==> src/rtl/fifo_wr_arbiter.sv <==
// rtl/fifo_wr_arbiter.sv - round-robin burst write arbiter in front of one synchronous FIFO
//
// Shares a single FIFO write port between NUM_REQ producers. In IDLE the first
// valid requester at or after rr_ptr (modulo NUM_REQ) is granted; in BURST the
// granted producer writes up to MAX_BURST words straight into the FIFO, stalling
// on fifo_full. A burst ends on reaching MAX_BURST words or when the owner drops
// req_valid; rr_ptr then moves to the index after the owner.
//
// Optional feature macro: FIFO_ARB_STATS_EN adds per-requester 16-bit saturating
// accepted-word counters on word_cnt.
//
// Ports:
//   clk        in   single clock shared with the FIFO and producers
//   srst       in   synchronous active-high reset
//   req_valid  in   [NUM_REQ]         requester i has a word on its slice
//   req_data   in   [NUM_REQ*DATA_W]  requester i word at [i*DATA_W +: DATA_W]
//   req_ready  out  [NUM_REQ]         word i accepted when valid & ready
//   fifo_full  in   FIFO full flag
//   fifo_din   out  [DATA_W]  FIFO din (0 when not writing)
//   fifo_wr_en out  FIFO wr_en
//   grant      out  [NUM_REQ] registered one-hot owner, 0 when idle
//   busy       out  high in BURST
//   word_cnt   out  [NUM_REQ*16] per-requester counters (FIFO_ARB_STATS_EN only)

module fifo_wr_arbiter #(
   parameter int NUM_REQ   = 4,
   parameter int DATA_W    = 8,
   parameter int MAX_BURST = 4
) (
   input  logic                      clk,
   input  logic                      srst,
   input  logic [NUM_REQ-1:0]        req_valid,
   input  logic [NUM_REQ*DATA_W-1:0] req_data,
   output logic [NUM_REQ-1:0]        req_ready,
   input  logic                      fifo_full,
   output logic [DATA_W-1:0]         fifo_din,
   output logic                      fifo_wr_en,
   output logic [NUM_REQ-1:0]        grant,
   output logic                      busy
`ifdef FIFO_ARB_STATS_EN
   ,
   output logic [NUM_REQ*16-1:0]     word_cnt
`endif
);

   localparam int IDX_W = (NUM_REQ > 1) ? $clog2(NUM_REQ) : 1;

   typedef enum logic {
      S_IDLE  = 1'b0,
      S_BURST = 1'b1
   } state_t;

   state_t             state_q, state_d;
   logic [NUM_REQ-1:0] grant_q, grant_d;
   logic [IDX_W-1:0]   g_idx_q, g_idx_d;
   logic [IDX_W-1:0]   rr_ptr_q, rr_ptr_d;
   logic [3:0]         burst_cnt_q, burst_cnt_d;

   logic               pick_found;
   logic [IDX_W-1:0]   pick_idx;
   logic [IDX_W-1:0]   g_next;
   logic               g_valid;
   logic               xfer;

   // Rotating priority scan starting at rr_ptr.
   always_comb begin
      int               j;
      logic [IDX_W-1:0] cand;
      j          = 0;
      cand       = '0;
      pick_found = 1'b0;
      pick_idx   = '0;
      for (int k = 0; k < NUM_REQ; k++) begin
         j = int'(rr_ptr_q) + k;
         if (j >= NUM_REQ) j = j - NUM_REQ;
         cand = IDX_W'(j);
         if (!pick_found && req_valid[cand]) begin
            pick_found = 1'b1;
            pick_idx   = cand;
         end
      end
   end

   always_comb begin
      int jn;
      jn = int'(g_idx_q) + 1;
      if (jn >= NUM_REQ) jn = 0;
      g_next = IDX_W'(jn);
   end

   assign busy    = (state_q == S_BURST);
   assign grant   = grant_q;
   assign g_valid = req_valid[g_idx_q];
   // srst is folded in so that no write can slip out in the reset cycle itself.
   assign xfer    = busy & g_valid & ~fifo_full & ~srst;

   always_comb begin
      req_ready = '0;
      if (busy && !fifo_full && !srst) req_ready[g_idx_q] = 1'b1;
   end

   assign fifo_wr_en = xfer;
   assign fifo_din   = xfer ? req_data[g_idx_q*DATA_W +: DATA_W] : '0;

   always_comb begin
      state_d     = state_q;
      grant_d     = grant_q;
      g_idx_d     = g_idx_q;
      rr_ptr_d    = rr_ptr_q;
      burst_cnt_d = burst_cnt_q;
      case (state_q)
         S_IDLE: begin
            if (pick_found) begin
               state_d           = S_BURST;
               grant_d           = '0;
               grant_d[pick_idx] = 1'b1;
               g_idx_d           = pick_idx;
               burst_cnt_d       = '0;
            end
         end
         S_BURST: begin
            // A dropped valid ends the burst even if nothing was written yet;
            // rr_ptr still advances so the dropper loses its turn.
            if (!g_valid || (xfer && (burst_cnt_q + 4'd1 == 4'(MAX_BURST)))) begin
               state_d     = S_IDLE;
               grant_d     = '0;
               rr_ptr_d    = g_next;
               burst_cnt_d = '0;
            end else if (xfer) begin
               burst_cnt_d = burst_cnt_q + 4'd1;
            end
         end
         default: begin
            state_d = S_IDLE;
            grant_d = '0;
         end
      endcase
   end

   always_ff @(posedge clk) begin
      if (srst) begin
         state_q     <= S_IDLE;
         grant_q     <= '0;
         g_idx_q     <= '0;
         rr_ptr_q    <= '0;
         burst_cnt_q <= '0;
      end else begin
         state_q     <= state_d;
         grant_q     <= grant_d;
         g_idx_q     <= g_idx_d;
         rr_ptr_q    <= rr_ptr_d;
         burst_cnt_q <= burst_cnt_d;
      end
   end

`ifdef FIFO_ARB_STATS_EN
   logic [15:0] cnt_q [NUM_REQ];

   always_ff @(posedge clk) begin
      if (srst) begin
         for (int i = 0; i < NUM_REQ; i++) cnt_q[i] <= '0;
      end else begin
         for (int i = 0; i < NUM_REQ; i++) begin
            if (xfer && (g_idx_q == IDX_W'(i)) && (cnt_q[i] != 16'hFFFF))
               cnt_q[i] <= cnt_q[i] + 16'd1;
         end
      end
   end

   for (genvar gi = 0; gi < NUM_REQ; gi++) begin : g_word_cnt
      assign word_cnt[gi*16 +: 16] = cnt_q[gi];
   end
`endif

endmodule
==> config.mk <==
export PLATFORM = sky130hd
export DESIGN_NAME = fifo_wr_arbiter
export DESIGN_NICKNAME = d
export VERILOG_FILES = /design/src/rtl/fifo_wr_arbiter.sv
export SDC_FILE = /design/constraint.sdc
export NUM_CORES = 1
export LEC_CHECK = 0
export BUFFER_PORTS_ARGS = -buffer_cell sky130_fd_sc_hd__buf_4
export CELL_PAD_IN_SITES_DETAIL_PLACEMENT = 1
export CELL_PAD_IN_SITES_GLOBAL_PLACEMENT = 2
export CORE_MARGIN = 10
export CORE_UTILIZATION = 26
export DETAILED_ROUTE_END_ITERATION = 10
export PLACE_DENSITY_LB_ADDON = 0.1
export SYNTH_ARGS = -nofsm -noshare
export SYNTH_HDL_FRONTEND = slang
export SYNTH_SLANG_ARGS = --single-unit
==> constraint.sdc <==
create_clock -name clk -period 5.8 [get_ports clk]
set_input_delay 1.16 -clock clk [delete_from_list [all_inputs] [get_ports clk]]
set_output_delay 1.16 -clock clk [all_outputs]
set_load 0.005 [all_outputs]
==> metrics.cfg, run 1 <==
[synth]
synth_cell_types=34
synth_edf_count=0
synthArstFlopShare_pct=0
ys_warn_count=0
syn_nets=146
syn-cell-area_um2=1010
synth_cells=102
synth-seq-cells=13
ys_seq_area_share_pct=25.7
avgSynthCellArea_um2=9.91
synth_ff_type=dfxtp_1

[place]
dp_slack_ps=2110
hpwl_um=3110
place.gp.congestion=0.753
port_buffers=56

[cts]
cts_buffer_depth=2
cts-htree-levels=1
root_buffer=clkbuf_8
cts-resized-gates=0
clock_sinks=13
cts_made_buffers=3
insertion_delay_ps=240
clk_pin_slew_ps=50
ctsHoldBuffers=0
cts_setup_buffers=0
cts_tree=done

[timing]
setup_tns_ps=0
slew-limit-headroom_pct=48.3
slew_viol_final=0
finalHoldViolCount=0
fin_worst_skew_ps=3.21
setup_viol=0
period_share_pct=63.2
fin_ws_ps=2130
tightest_slew_ps=774
fmax_ghz=0.273
min_period_ps=3670
rsz0062_at_grt=no

[finish]
area_growth_pct=49.3
n_antenna_cell=0
layout-drive-gt1-share_pct=45.2
utilization_pct=40.6
fillCellCount=449
nNetsFinal=202

[global_routing]
grt_pass1_vias=1106
gr-usage-all-layers_pct=11.0
antenna_found_initial=0
grt_pass1_wl_um=5740
grt-ovfl-total=0
grt_max_degree=16

[floorplan]
start_util_pct=27.2
fp.dieW_um=82.4
placementRows=22
die_h_um=82.4
io_pins=57
dieArea_um2=6780
coreArea_um2=3720

[routing]
drtAntennaViolNets=0
wl_um=3640
via_count=1050
drc_errors=0
routedWlPerCell_um=17.8
via_per_inst=5.12
first_pass_iters=4
first_iter_violations=20

[critical_path]
crit_path_max_fanout=11
r2r_cells=4
start_kind=primary input
path_class=in2out
required_ps=4640
crit_arrival_ps=2510
critPathCaptureType=output pin

[run]
drv_cap=0

[run_status]
status=finished clean

[pwr]
ir_drop_uv=97.8
power.leakage_uw=0.000664
power_density_nw_per_um2=171
finalPower_uw=258

[worst_hold_path]
min_path_type=reg2reg
hold_path_depth=1

-- per-stage QoR --
stage / instance area, um^2 / hold WS [ps] / cells
after floorplan: 1010 / 458 / 102
final: 1510 / 475 / 205
after CTS: 1510 / 475 / 205
after global placement: 1460 / 455 / 201
after global routing: 1510 / 504 / 205
after detailed placement: 1460 / 461 / 201
-- power by group --
part	switching (uW)	total [uW]	internal, uW
logic	27.0	73.2	46.1
clock network	32.2	80.7	48.5
registers	10.0	104	94.0
-- metal layers --
layer  track usage, %  wire [um]
met5                0          0
met4             3.74         62
met3             4.00        289
met2             19.2       1820
met1             12.0       1470
-- critical path, stage by stage --
cell and delay (ps):
buf_4 140, mux4_2 520, nand3_1 370, inv_1 150, buf_4 170
-- cells in the final DEF (no fill, tap or decap), types with 5 or more instances in the layout --
master   count
ha_1         5
a21oi_1      9
mux4_2       9
a32o_1       5
nor2b_1      9
dfxtp_1     13
buf_4       56
inv_1        5
-- registers in the layout, indices dropped and copies added, names as in the netlist --
register     flops
busy             1
burst_cnt_q      4
grant            4
g_idx_q          2
rr_ptr_q         2
-- synth_stat cells, types with 2 or more instances --
cell type / number / area share, %
a211oi_1: 2 / 1.5
a21o_1: 3 / 2.2
a21oi_1: 9 / 4.5
a32o_1: 5 / 5.0
and3_1: 4 / 2.5
clkbuf_1: 3 / 1.1
dfxtp_1: 13 / 26
ha_1: 5 / 6.2
inv_1: 5 / 1.9
mux4_2: 9 / 20
nand2b_1: 3 / 1.9
nand3_1: 3 / 1.5
nand3b_1: 2 / 1.5
nor2_1: 4 / 1.5
nor2b_1: 9 / 5.6
o21ai_0: 4 / 2.0
xnor2_1: 2 / 1.7
-- path summary, 6_finish.rpt --
check                             startpoint        endpoint  slack, ps
worst max-delay path            req_valid[3]      fifo_wr_en       2130
worst min-delay path                grant[3]        grant[3]        470
worst max register to register    g_idx_q[0]  burst_cnt_q[1]       3420
worst min register to register      grant[3]        grant[3]        470
-- final cells by class --
cell class / count / area (um^2) / area share (%)
Timing Repair Buffer: 56 / 420 / 27.9
Sequential cell: 13 / 260 / 17.2
Multi-Input combinational cell: 78 / 701 / 46.4
Inverter: 6 / 22.5 / 1.49
Clock buffer: 4 / 45.0 / 2.99
Tap cell: 48 / 60.1 / 3.98
-- logic make-up (layout without fill, tap and decap cells) --
group	Yosys count	after routing	share of synthesized area [%]
adder cells (fa/ha/maj)	5	5	6.19
multiplexers	9	9	20.0
buffers and inverters	11	66	4.95
AND/OR/NAND/NOR	31	31	18.9
flip-flops	13	13	25.7
AO/OA/AOI/OAI	31	31	22.4
XOR/XNOR	2	2	1.73
Power figures use the tool's default switching activity.
==> run 2, diff against run 1 <==
--- a/config.mk
+++ b/config.mk
@@ -9,7 +9,7 @@
 export CELL_PAD_IN_SITES_DETAIL_PLACEMENT = 1
 export CELL_PAD_IN_SITES_GLOBAL_PLACEMENT = 2
 export CORE_MARGIN = 10
-export CORE_UTILIZATION = 26
+export CORE_UTILIZATION = 24
 export DETAILED_ROUTE_END_ITERATION = 10
 export PLACE_DENSITY_LB_ADDON = 0.1
 export SYNTH_ARGS = -nofsm -noshare
==> constraint.sdc (replaced) <==
create_clock -name clk -period 3.5 [get_ports clk]
set_input_delay 0.7 -clock clk [delete_from_list [all_inputs] [get_ports clk]]
set_output_delay 0.7 -clock clk [all_outputs]
set_load 0.005 [all_outputs]
==> metrics.cfg, run 2 (synthesis gave the netlist of run 1 again) <==
[critical_path]
reg2reg_from=busy
critPathCaptureType=output pin
reg2reg_to=rr_ptr_q[0]
crit_family=multiplexers
slowest_delay_ps=520  ; about the same
path_common_cell=buf_4
r2r_cells=4  ; unchanged
required_ps=2800  ; -1840 ps
cp_slowest_cell=mux4_2
cp_cell_sequence=buf_4, mux4_2, nand3_1, inv_1, buf_4
crit_arrival_ps=2030  ; -480 ps
start_kind=primary input
path_class=in2out
rrSetupSlack_ps=1350  ; -2070 ps
crit_path_max_fanout=11  ; unchanged
path_buf_inv=3  ; unchanged

[timing]
slew_viol_final=0  ; unchanged
min_period_ps=2730
period_share_pct=78.0
fin_ws_ps=768  ; -1370 ps
rsz0062_at_grt=no
slew-limit-headroom_pct=63.0  ; +15 points
setup_viol=0  ; unchanged
setup_tns_ps=0  ; unchanged
fin_worst_skew_ps=0.569  ; -2.64 ps
finalHoldViolCount=0  ; unchanged
fmax_ghz=0.366
tightest_slew_ps=551  ; -223 ps

[floorplan]
coreArea_um2=4030  ; +8.4%
placementRows=23  ; +4.5%
io_pins=57  ; unchanged
fp.dieW_um=84.9  ; +3.1%
dieArea_um2=7210  ; +6.3%
start_util_pct=25.1  ; -2.1 points
die_h_um=84.9  ; +3.1%

[pwr]
power_density_nw_per_um2=286  ; +67%
finalPower_uw=434  ; +68%
power.leakage_uw=0.000670  ; +0.80%
ir_drop_uv=138  ; +42%

[finish]
multi_input_area_um2=701  ; unchanged
n_antenna_cell=0  ; unchanged
layout-drive-gt1-share_pct=45.6  ; +0.35 points
area_growth_pct=50.2
fillCellCount=475  ; +5.8%
most-common-layout-cells=57 x buf_4, 13 x dfxtp_1, 9 x mux4_2, 9 x nor2b_1, 9 x a21oi_1
final_common_cell=buf_4
nNetsFinal=203  ; +0.50%
seqCellArea_um2=260  ; unchanged

[global_routing]
grt_pass1_wl_um=6350  ; +11%
antenna_found_initial=0  ; unchanged
grt-ovfl-total=0  ; unchanged
gr-usage-all-layers_pct=10.7  ; -0.31 points
met3_usage_pct=3.25  ; -0.75 points
grt_max_degree=16  ; unchanged
use_met1_pct=12.8  ; +0.82 points
grt_busiest_layer=met2
grt_pass1_vias=1188  ; +7.4%
met2_usage_pct=18.5  ; -0.74 points

[routing]
via_per_inst=5.10  ; -0.41%
first_iter_violations=33  ; +65%
via_count=1061  ; +1.0%
routedWlPerCell_um=18.7  ; +5.1%
drc_errors=0  ; unchanged
first_pass_iters=4  ; unchanged
drtAntennaViolNets=0  ; unchanged
wl_um=3880  ; +6.6%

[cts]
clock_sinks=13  ; unchanged
cts_tree=done
root_buffer=clkbuf_8
insertion_delay_ps=240  ; about the same
cts_buffer_depth=2  ; unchanged
clk_pin_slew_ps=60  ; about the same
ctsHoldBuffers=0  ; unchanged
cts-resized-gates=0  ; unchanged
cts_setup_buffers=0  ; unchanged
cts-htree-levels=1  ; unchanged
cts_made_buffers=3  ; unchanged

[worst_hold_path]
min_from=grant[0]
hold_end=grant[0]
hold_path_depth=1  ; unchanged
min_path_type=reg2reg

[place]
dp_slack_ps=732  ; -1380 ps
port_buffers=56  ; unchanged
hpwl_um=3270  ; +5.2%
place.gp.congestion=0.830  ; +10%

[run_status]
status=finished clean

[run]
drv_cap=0  ; unchanged

## run 2: cell types whose count changed in the layout (fill, tap and decap cells not counted)
cell   before  now
buf_4      56   57
## run 2: worst register-to-register path, delay by kind of cell, from the launching register on
kind / cells / cell delay (ps)
AO/OA/AOI/OAI: 2 / 710
flip-flops: 1 / 620
AND/OR/NAND/NOR: 1 / 430
buffers and inverters: 1 / 330
## run 2: worst max-delay path by stage
stage | startpoint | end | slack [ps] | cells after the start
3_3_place_gp | req_valid[3] | fifo_wr_en | 780 | 5
6_report | req_valid[3] | fifo_wr_en | 770 | 5
3_5_place_dp | req_valid[3] | fifo_wr_en | 730 | 5
4_1_cts | g_idx_q[1] | fifo_din[7] | 670 | 4
2_1_floorplan | req_valid[3] | fifo_din[0] | 1250 | 4
5_1_grt | g_idx_q[1] | fifo_din[4] | 550 | 4
## run 2: layer usage
layer	share of wire (%)	wire length (um)	up-vias
met2	51	1960	37
met1	44	1700	515
li1	-	-	505
met4	0.57	22	0
met3	5.1	196	4
met5	0	0	-
## run 2: cell type report
cell class                 instances  share of cell area (%)
multi-input combinational         78                    46.1
inverter                           6                    1.48
sequential                        13                    17.1
timing repair buffer              57                    28.2
clock buffer                       4                    2.97
tap                               50                    4.12
## run 2: power breakdown
group / leakage, uW / internal, uW / switching, uW
clock network: 0.0000228 / 80.5 / 56.8
logic: 0.000541 / 77.6 / 51.1
registers: 0.000106 / 156 / 12.0
total: 0.000670 / 314 / 120
## run 2: through the flow
step           instances  hold WS (ps)  utilization [%]  area, um^2
2_1_floorplan        102           458                -        1010
3_3_place_gp         204           456             36.6        1470
3_5_place_dp         204           465             36.6        1470
4_1_cts              208           480             37.7        1520
5_1_grt              208           508             37.7        1520
6_report             208           473             37.7        1520
